==> src/rtl/fb_pixel_writer.sv <==
// rtl/fb_pixel_writer.sv - command FIFO and write sequencer feeding the 256x256 RGB framebuffer
//
// Purpose: buffers pixel commands from game logic and turns each one into
// single-cycle framebuffer write strobes: PLOT (one pixel), ROW (all 256
// pixels of one line) or FILL (all 65536 pixels). iHOLD stalls the write
// sequencer without losing or repeating a pixel; the FIFO keeps accepting.
//
// Ports:
//   iCLK, iRST_N            clock, asynchronous active-low reset
//   iCMD_VALID, oCMD_READY  command handshake (ready = FIFO not full, registered)
//   iCMD_OP                 00 PLOT, 01 ROW, 10 FILL, 11 NOP
//   iCMD_X, iCMD_Y          pixel coordinates (x ignored by ROW, both by FILL)
//   iCMD_RGB                {R,G,B}, R in the MSBs
//   iHOLD                   freeze the sequencer (framebuffer port busy)
//   oFB_WE, oFB_ADDR        registered write strobe and address {x,y}
//   oFB_R, oFB_G, oFB_B     registered write data
//   oBUSY                   commands queued or sequencer not idle
//   oDONE                   one-cycle pulse alongside the last write of ROW/FILL

module fb_pixel_writer #(
   parameter int FIFO_DEPTH = 4,
   parameter int CW         = 12
) (
   input  logic            iCLK,
   input  logic            iRST_N,
   input  logic            iCMD_VALID,
   output logic            oCMD_READY,
   input  logic [1:0]      iCMD_OP,
   input  logic [7:0]      iCMD_X,
   input  logic [7:0]      iCMD_Y,
   input  logic [3*CW-1:0] iCMD_RGB,
   input  logic            iHOLD,
   output logic            oFB_WE,
   output logic [15:0]     oFB_ADDR,
   output logic [CW-1:0]   oFB_R,
   output logic [CW-1:0]   oFB_G,
   output logic [CW-1:0]   oFB_B,
   output logic            oBUSY,
   output logic            oDONE
);

   localparam int PW = $clog2(FIFO_DEPTH);
   localparam int EW = 2 + 8 + 8 + 3*CW;
   localparam logic [PW:0] FULL_CNT = (PW+1)'(FIFO_DEPTH);

   typedef enum logic [1:0] {S_IDLE, S_PLOT, S_ROW, S_FILL} state_t;

   state_t state_q;

   // ------------------------------------------------------------------
   // Command FIFO
   // ------------------------------------------------------------------
   logic [EW-1:0] mem_q [FIFO_DEPTH];
   logic [PW-1:0] wr_ptr_q;
   logic [PW-1:0] rd_ptr_q;
   logic [PW:0]   count_q;
   logic [PW:0]   count_d;
   logic          ready_q;
   logic          push;
   logic          pop;
   logic          empty;

   logic [EW-1:0]   head;
   logic [1:0]      h_op;
   logic [7:0]      h_x;
   logic [7:0]      h_y;
   logic [3*CW-1:0] h_rgb;

   assign empty = (count_q == '0);
   assign push  = iCMD_VALID & ready_q;
   // Popping is the IDLE-state dispatch; it must match the FSM's IDLE branch.
   assign pop   = (state_q == S_IDLE) & ~empty & ~iHOLD;

   assign head  = mem_q[rd_ptr_q];
   assign h_op  = head[EW-1 -: 2];
   assign h_x   = head[3*CW+15 -: 8];
   assign h_y   = head[3*CW+7 -: 8];
   assign h_rgb = head[3*CW-1:0];

   always_comb begin
      count_d = count_q;
      case ({push, pop})
         2'b10:   count_d = count_q + 1'b1;
         2'b01:   count_d = count_q - 1'b1;
         default: count_d = count_q;
      endcase
   end

   always_ff @(posedge iCLK or negedge iRST_N) begin
      if (!iRST_N) begin
         wr_ptr_q <= '0;
         rd_ptr_q <= '0;
         count_q  <= '0;
         ready_q  <= 1'b0;
      end else begin
         if (push) wr_ptr_q <= wr_ptr_q + 1'b1;
         if (pop)  rd_ptr_q <= rd_ptr_q + 1'b1;
         count_q <= count_d;
         // Ready comes from the next count so it drops the edge the FIFO fills.
         ready_q <= (count_d != FULL_CNT);
      end
   end

   always_ff @(posedge iCLK) begin
      if (push) mem_q[wr_ptr_q] <= {iCMD_OP, iCMD_X, iCMD_Y, iCMD_RGB};
   end

   // ------------------------------------------------------------------
   // Write sequencer
   // cnt_q holds the next sweep index still to be written; the index shown
   // on oFB_ADDR has already been issued. A held edge therefore never
   // re-issues or skips an index. last_q marks that the all-ones index has
   // been issued, so the following unheld edge returns to IDLE.
   // ------------------------------------------------------------------
   logic [15:0]     cnt_q;
   logic            last_q;
   logic [7:0]      y_q;
   logic            we_q;
   logic            done_q;
   logic [15:0]     addr_q;
   logic [3*CW-1:0] data_q;

   always_ff @(posedge iCLK or negedge iRST_N) begin
      if (!iRST_N) begin
         state_q <= S_IDLE;
         cnt_q   <= '0;
         last_q  <= 1'b0;
         y_q     <= '0;
         we_q    <= 1'b0;
         done_q  <= 1'b0;
         addr_q  <= '0;
         data_q  <= '0;
      end else begin
         we_q   <= 1'b0;
         done_q <= 1'b0;
         if (!iHOLD) begin
            case (state_q)
               S_IDLE: begin
                  if (!empty) begin
                     y_q    <= h_y;
                     data_q <= h_rgb;
                     last_q <= 1'b0;
                     cnt_q  <= 16'd1;
                     case (h_op)
                        2'b00: begin
                           state_q <= S_PLOT;
                           we_q    <= 1'b1;
                           addr_q  <= {h_x, h_y};
                        end
                        2'b01: begin
                           state_q <= S_ROW;
                           we_q    <= 1'b1;
                           addr_q  <= {8'h00, h_y};
                        end
                        2'b10: begin
                           state_q <= S_FILL;
                           we_q    <= 1'b1;
                           addr_q  <= 16'h0000;
                        end
                        default: state_q <= S_IDLE;
                     endcase
                  end
               end
               S_PLOT: state_q <= S_IDLE;
               S_ROW: begin
                  if (last_q) begin
                     state_q <= S_IDLE;
                  end else begin
                     // Row sweep uses only the low byte of the counter.
                     we_q   <= 1'b1;
                     addr_q <= {cnt_q[7:0], y_q};
                     done_q <= (cnt_q[7:0] == 8'hFF);
                     last_q <= (cnt_q[7:0] == 8'hFF);
                     cnt_q  <= {8'h00, cnt_q[7:0] + 8'd1};
                  end
               end
               S_FILL: begin
                  if (last_q) begin
                     state_q <= S_IDLE;
                  end else begin
                     we_q   <= 1'b1;
                     addr_q <= cnt_q;
                     done_q <= (cnt_q == 16'hFFFF);
                     last_q <= (cnt_q == 16'hFFFF);
                     cnt_q  <= cnt_q + 16'd1;
                  end
               end
               default: state_q <= S_IDLE;
            endcase
         end
      end
   end

   assign oCMD_READY = ready_q;
   assign oFB_WE     = we_q;
   assign oFB_ADDR   = addr_q;
   assign oFB_R      = data_q[3*CW-1 -: CW];
   assign oFB_G      = data_q[2*CW-1 -: CW];
   assign oFB_B      = data_q[CW-1:0];
   assign oDONE      = done_q;
   assign oBUSY      = ~empty | (state_q != S_IDLE);

endmodule

==> config.mk <==
export PLATFORM = sky130hd
export DESIGN_NAME = fb_pixel_writer
export DESIGN_NICKNAME = d
export VERILOG_FILES = /design/src/rtl/fb_pixel_writer.sv
export SDC_FILE = /design/constraint.sdc
export NUM_CORES = 1
export LEC_CHECK = 0
export CORE_MARGIN = 2
export CORE_UTILIZATION = 61
export CTS_CLUSTER_DIAMETER = 40
export DETAILED_ROUTE_END_ITERATION = 10
export PLACE_DENSITY = 0.84
export SETUP_SLACK_MARGIN = 0.05
export SLEW_MARGIN = 25
export SYNTH_ARGS = -nofsm -noshare
export SYNTH_HDL_FRONTEND = slang
export SYNTH_SLANG_ARGS = --single-unit
==> constraint.sdc <==
create_clock -name iCLK -period 6.7 [get_ports iCLK]
set_clock_uncertainty 0.2 [all_clocks]
set_input_delay 1.34 -clock iCLK [delete_from_list [all_inputs] [get_ports iCLK]]
set_output_delay 1.34 -clock iCLK [all_outputs]
set_load 0.05 [all_outputs]
==> qor.yml, run 1 <==
status:
  status: "finished clean"
synthesis:
  synth_top_area_cell: "edfxtp_1"
  synthAdderAreaFrac_pct: 1.187
  ys_top_cells_by_area: "edfxtp_1, dfrtp_1, mux4_2"
  synth_top_family_by_area: "multiplexers"
  avgSynthCellArea_um2: 16.09
  yosys.area_share.simple_pct: 7.685
  async_flop_share_pct: 29.18
  synthCells: 760
  netlist_area_um2: 12230
  synth-compound-area-share_pct: 4.441
  ys_warn_count: 0
  yosysUniqueCellTypes: 50
  syn_nets: 829
  synth_edf_count: 216
  synth-main-ff-cell: "edfxtp_1"
  synth.area.mux_share_pct: 12.92
  synth_xor_area_share_pct: 0.5014
  synth.top_cell.area_share_pct: 53.05
  synth-seq-area-share_pct: 71.26
  synth_seq_cells: 305
grt:
  overflow: 0
  antenna_found_initial: 0
  grt_usage_pct: 25.52
  grt_first_pass_wirelength_um: 41610
  grt_max_degree: 58
  grt_pass1_vias: 7483
clocking:
  numCtsBuffers: 36
  htree_num_levels: 2
  cts_tree: "yes"
  hold_buffers: 0
  cts_root_buffer: "clkbuf_16"
  clock_path_buffers: 3
  post_cts_resized: 0
  clock_sinks: 305
  clkTransAtPathRegs_ps: 60
  post_cts_buffers: 0
  insertion_delay_ps: 530
floorplan:
  rows: 51
  die_h_um: 145.6
  core_area_um2: 19590
  fp.dieW_um: 145.6
  ios: 114
  initial_utilization_pct: 62.41
  die-area_um2: 21190
detailed_routing:
  dr.pass1.iters: 5
  routed_via_density: 6.045
  ant_nets: 0
  drc_errors: 0
  avgRoutedWirePerCell_um: 22.48
  vias: 7097
  first_iter_violations: 683
  routed_wl_um: 26390
power_and_ir_drop:
  pwr-share-comb_pct: 30.1
  power_frac_clock_pct: 29.2
  internal_power_mw: 4.596
  leakagePower_nw: 5.524
  power_density_nw_per_um2: 466.2
  switching_power_mw: 2.333
  swShare_pct: 33.67
  seq_power_share_pct: 40.7
  irDropWorstVdd_mv: 0.4545
timing:
  rsz0062_at_grt: "false"
  setup_violations: 0
  tightest_slew_ps: 947.4
  period_minus_slack_ps: 4184
  drv_slew: 0
  final.period_utilization_pct: 62.44
  tns_ps: 0
  relSlewSlack_pct: 36.84
  hold_viol: 0
  fmax_mhz: 239.0
finish:
  n_antenna_cell: 0
  area_delta_synth_final_pct: 21.54
  drive_gt1_share_pct: 17.71
  fillers: 1101
  nets: 951
  instances_no_fill: 1174
placement:
  portBuffers: 113
  dp.final_hpwl_um: 14670
  place.gp.congestion: 0.8835
  dp.cells: 1109
setup_path:
  critical_path_class: "reg2out"
  crit_required_ps: 5160
  cp_cell_sequence: "nor2_1 > nand2_1 > clkdlybuf4s50_1"
  start_kind: "flop"
  end_kind: "primary output"
  crit_path_max_incr_delay_ps: 960
  path_max_fanout: 23
  arrival_ps: 2640
  slowest_stage: "dfrtp_1"
worst_hold_path:
  hp-class: "reg2reg"
job:
  drv_cap: 0
-- power by group through the flow --
stage / combinational, mW / clock, mW / sequential (mW)
after floorplan: 1.02 / 0 / 3.20
after detailed placement: 2.08 / 0 / 2.84
after CTS: 2.11 / 2.04 / 2.82
after global placement: 1.97 / 0 / 2.86
after global routing: 2.22 / 2.11 / 2.86
final: 2.09 / 2.02 / 2.82
-- cells in the mapped netlist, types with 5 or more instances --
| library cell | instances |
|---|---|
| dfrtp_1 | 89 |
| mux4_2 | 38 |
| nor2b_1 | 9 |
| edfxtp_1 | 216 |
| nor2_1 | 7 |
| o21ai_0 | 15 |
| buf_2 | 18 |
| a21oi_1 | 10 |
| o31ai_1 | 15 |
| nand2_1 | 143 |
| or4_1 | 6 |
| and3_1 | 7 |
| clkbuf_1 | 14 |
| ha_1 | 10 |
| a22oi_1 | 8 |
| nand3_1 | 5 |
| mux2_2 | 41 |
| inv_1 | 11 |
| and2_1 | 10 |
| o41ai_1 | 9 |
| mux2i_1 | 24 |
| o221ai_1 | 8 |
-- registers in the layout (all words and copies together) (netlist names) --
| register | flops |
|---|---|
| last_q | 1 |
| cnt_q | 16 |
| oDONE | 1 |
| oFB_WE | 1 |
| data_q | 36 |
| mem_q | 216 |
| oCMD_READY | 1 |
| state_q | 2 |
| oFB_ADDR | 16 |
| count_q | 3 |
| y_q | 8 |
| rd_ptr_q | 2 |
| wr_ptr_q | 2 |
-- metal layers --
layer  wire length (µm)  GRT usage (%)  vias up
li1                   -              -     3125
met1              10230          34.00     3587
met2              13640          43.27      334
met3               1857          4.451       51
met4                654          8.824        0
met5                  0              0        -
-- metrics by stage --
step                power, mW  utilization [%]  setup WS (ps)  area [µm²]  hold WS (ps)
floorplan               4.214                -           3289       12230         244.6
global placement        4.830            69.29           2553       13570         256.5
detailed placement      4.920            69.39           2455       13590         263.7
CTS                     6.968            75.82           2558       14850         280.0
global route            7.195            75.86           2405       14860         306.8
finish                  6.929            75.86           2516       14860         279.1
-- cell type report --
cell class | instances | area [µm²] | area share [%]
Clock buffer | 49 | 999.7 | 6.727
Tap cell | 265 | 331.6 | 2.231
Inverter | 12 | 45.04 | 0.3031
Timing Repair Buffer | 123 | 1216 | 8.184
Clock inverter | 16 | 260.3 | 1.751
Sequential cell | 305 | 8721 | 58.68
Multi-Input combinational cell | 404 | 3287 | 22.12
-- critical path: cells and delay by family, from the launching register on --
kind | cells | cell delay [ps]
buffers and inverters | 1 | 810
DFF | 1 | 960
and+or+nand+nor | 2 | 350
-- worst paths after layout --
kind	start	end	slack, ps	cells after the start
worst max register to register	state_q[0]$_DFFE_PN0P_	oCMD_READY$_DFF_PN0_	3220	10
worst min-delay path	y_q[4]$_DFFE_PN0P_	y_q[4]$_DFFE_PN0P_	280	2
worst max-delay path	state_q[0]$_DFFE_PN0P_	oBUSY	2520	3
worst min register to register	y_q[4]$_DFFE_PN0P_	y_q[4]$_DFFE_PN0P_	280	2
min in group asynchronous	iRST_N	wr_ptr_q[0]$_DFFE_PN0P_	590	1
max in group asynchronous	iRST_N	rd_ptr_q[1]$_DFFE_PN0P_	4460	2
-- cells by family (layout without fill, tap and decap cells) --
family	count (synthesis)	after routing
flip-flops	305	305
AND/OR/NAND/NOR	206	206
multiplexers	104	104
AO/OA/AOI/OAI	76	76
buffers and inverters	51	200
adder cells (fa/ha/maj)	11	11
XOR/XNOR	7	7
-- cell usage in the layout, fill, tap and decap left out, drive strengths merged, types with 11 or more instances in the layout --
cell type,n
clkdlybuf4s50,112
buf,11
o31ai,15
mux2,41
mux4,38
nand2,143
o21ai,17
dfrtp,89
inv,14
edfxtp,216
clkbuf,49
mux2i,25
Note: power is estimated with default switching activity, not from simulation.
==> run 2: changes to the inputs <==
Settings changed: CORE_UTILIZATION 61 to 52, PLACE_DENSITY 0.84 to 0.76.
Clock period 6.7 ns to 3.5 ns, I/O delays scaled along.
==> qor.yml, run 2 (synthesized netlist as in run 1, its figures left out) <==
grt:
  grt_usage_pct: 20.44  # -5.1 points
  grt_first_pass_wirelength_um: 38520  # -7.4%
  overflow: 0  # unchanged
  grt_max_degree: 57  # -1.7%
  antenna_found_initial: 2  # +2
  grt_pass1_vias: 7033  # -6.0%
setup_path:
  slowest_stage: "mux4_2"
  arrival_ps: 3180  # +540 ps
  crit_required_ps: 3680  # -1480 ps
  end_kind: "flop"
  r2r_slack_ps: 500  # -2720 ps
  start_kind: "flop"
  rr_startpoint: "rd_ptr_q[0]$_DFFE_PN0P_"
  r2r-end: "oFB_ADDR[7]$_DFFE_PN0P_"
  path_buf_inv: 1  # unchanged
  cp_cell_sequence: "mux4_2 > inv_1 > ha_1 > nand2b_1 > nand3b_1 > o221ai_1 > mux2_2"
  critical_path_class: "reg2reg"
  worst-r2r-cell-count: 7  # -3
  cp_top_family: "multiplexers"
  path_max_fanout: 12  # -48%
  crit_path_max_incr_delay_ps: 580  # -380 ps
clocking:
  htree_num_levels: 2  # unchanged
  post_cts_resized: 0  # unchanged
  insertion_delay_ps: 510  # -20 ps
  clock_sinks: 305  # unchanged
  hold_buffers: 0  # unchanged
  post_cts_buffers: 0  # unchanged
  cts_root_buffer: "clkbuf_16"
  cts_tree: "yes"
  clock_path_buffers: 3  # unchanged
  clkTransAtPathRegs_ps: 50  # about the same
  numCtsBuffers: 38  # +5.6%
placement:
  placed_cell_area_um2: 13730  # +1.0%
  dp.final_hpwl_um: 14310  # -2.4%
  portBuffers: 113  # unchanged
  dp.cells: 1166  # +5.1%
  pre_cts_ws_ps: 480.9  # -1974 ps
  place.gp.congestion: 0.8245  # -6.7%
power_and_ir_drop:
  power_frac_clock_pct: 29.7  # +0.5 points
  pwr-share-comb_pct: 30.6  # +0.5 points
  leakagePower_nw: 5.571  # +0.84%
  irDropWorstVdd_mv: 0.6531  # +44%
  swShare_pct: 32.53  # -1.1 points
  seq_power_share_pct: 39.7  # -1.0 points
  power_density_nw_per_um2: 879.6  # +89%
  switching_power_mw: 4.308  # +85%
  internal_power_mw: 8.935  # +94%
worst_hold_path:
  hp-class: "in2async"
finish:
  largest_register: "mem_q"
  drive_gt1_share_pct: 18.34  # +0.63 points
  nets: 957  # +0.63%
  fin_util_pct: 64.72  # -11 points
  post-route-cell-area_um2: 15060  # +1.3%
  final_cell_mix: "edfxtp_1, nand2_1, clkdlybuf4s50_1"
  area_delta_synth_final_pct: 23.14
  layout.cells.most_common: "edfxtp_1"
  instances_no_fill: 1237  # +5.4%
  reg_top3: "mem_q (216), data_q (36)"
  largest_reg_flops: 216  # unchanged
timing:
  setup_slack_ps: 501.6  # -2015 ps
  fmax_mhz: 333.5
  setup_violations: 0  # unchanged
  period_minus_slack_ps: 2998
  tightest_slew_ps: 700.1  # -247.3 ps
  drv_slew: 0  # unchanged
  relSlewSlack_pct: 53.33  # +16 points
  hold_viol: 0  # unchanged
  final.period_utilization_pct: 85.67
  tns_ps: 0  # unchanged
  rsz0062_at_grt: "false"
detailed_routing:
  first_iter_violations: 445  # -35%
  routed_via_density: 5.508  # -8.9%
  ant_nets: 0  # unchanged
  vias: 6813  # -4.0%
  routed_wl_um: 24670  # -6.5%
  avgRoutedWirePerCell_um: 19.95  # -11%
  dr.pass1.iters: 4  # -1
  drc_errors: 0  # unchanged
floorplan:
  fp.dieW_um: 157.3  # +8.1%
  die_h_um: 157.3  # +8.1%
  initial_utilization_pct: 52.56  # -9.9 points
  ios: 114  # unchanged
  die-area_um2: 24760  # +17%
  rows: 56  # +9.8%
  core_area_um2: 23260  # +19%
job:
  drv_cap: 0  # unchanged
status:
  status: "finished clean"
==> run 2: cell count changes in the layout (fill, tap and decap cells not counted), sizes merged <==
cell      before  now
buf           11   15
clkinvlp       1    5
clkinv         8    6
diode          0    2
inv           14   15
==> run 2: cell type report <==
cell class	count	area, µm²
Sequential cell	305	8721
Multi-Input combinational cell	404	3279
Fill cell	1716	8207
Inverter	12	45.04
Timing Repair Buffer	127	1316
Clock buffer	49	1044
Clock inverter	19	246.5
Tap cell	319	399.1
Antenna cell	2	5.005
==> run 2: worst max path at each step <==
stage	endpoint	cells past startpoint	startpoint
2_1_floorplan	oFB_ADDR[0]$_DFFE_PN0P_	8	rd_ptr_q[0]$_DFFE_PN0P_
3_3_place_gp	oCMD_READY$_DFF_PN0_	11	iHOLD
3_5_place_dp	oCMD_READY$_DFF_PN0_	11	iHOLD
4_1_cts	oFB_ADDR[7]$_DFFE_PN0P_	7	rd_ptr_q[0]$_DFFE_PN0P_
5_1_grt	oFB_ADDR[7]$_DFFE_PN0P_	7	rd_ptr_q[1]$_DFFE_PN0P_
6_report	oFB_ADDR[7]$_DFFE_PN0P_	7	rd_ptr_q[0]$_DFFE_PN0P_
==> run 2: worst reg2reg max path: cells and delay by family, from the launching register on <==
family	cells	cell delay, ps
adders and majority gates	1	420
AOI/OAI and AO/OA	1	190
DFF	1	510
buffers and inverters	1	120
and+or+nand+nor	2	570
muxes	2	870
==> run 2: metrics by stage <==
stage          hold WS, ps  power, mW
6_report             41.65      13.24
5_1_grt              82.03      13.87
4_1_cts              52.37      13.34
3_5_place_dp         261.6      9.373
3_3_place_gp         256.1      9.284
2_1_floorplan        204.4      8.067
==> run 2: power groups by stage <==
stage                     Combinational [mW]  Clock (mW)  Sequential, mW
final                                   4.05        3.93            5.26
after global routing                    4.35        4.17            5.35
after CTS                               4.07        4.00            5.27
after detailed placement                4.05           0            5.33
after global placement                  3.98           0            5.30
after floorplan                         1.95           0            6.12
==> run 2: layer usage <==
| metal | part of all wire, % | vias to the layer above | global-route usage (%) |
|---|---|---|---|
| li1 | - | 3142 | - |
| met1 | 42 | 3438 | 27.42 |
| met2 | 50 | 194 | 33.94 |
| met3 | 5.7 | 39 | 4.047 |
| met4 | 1.9 | 0 | 6.667 |
| met5 | 0 | - | 0 |
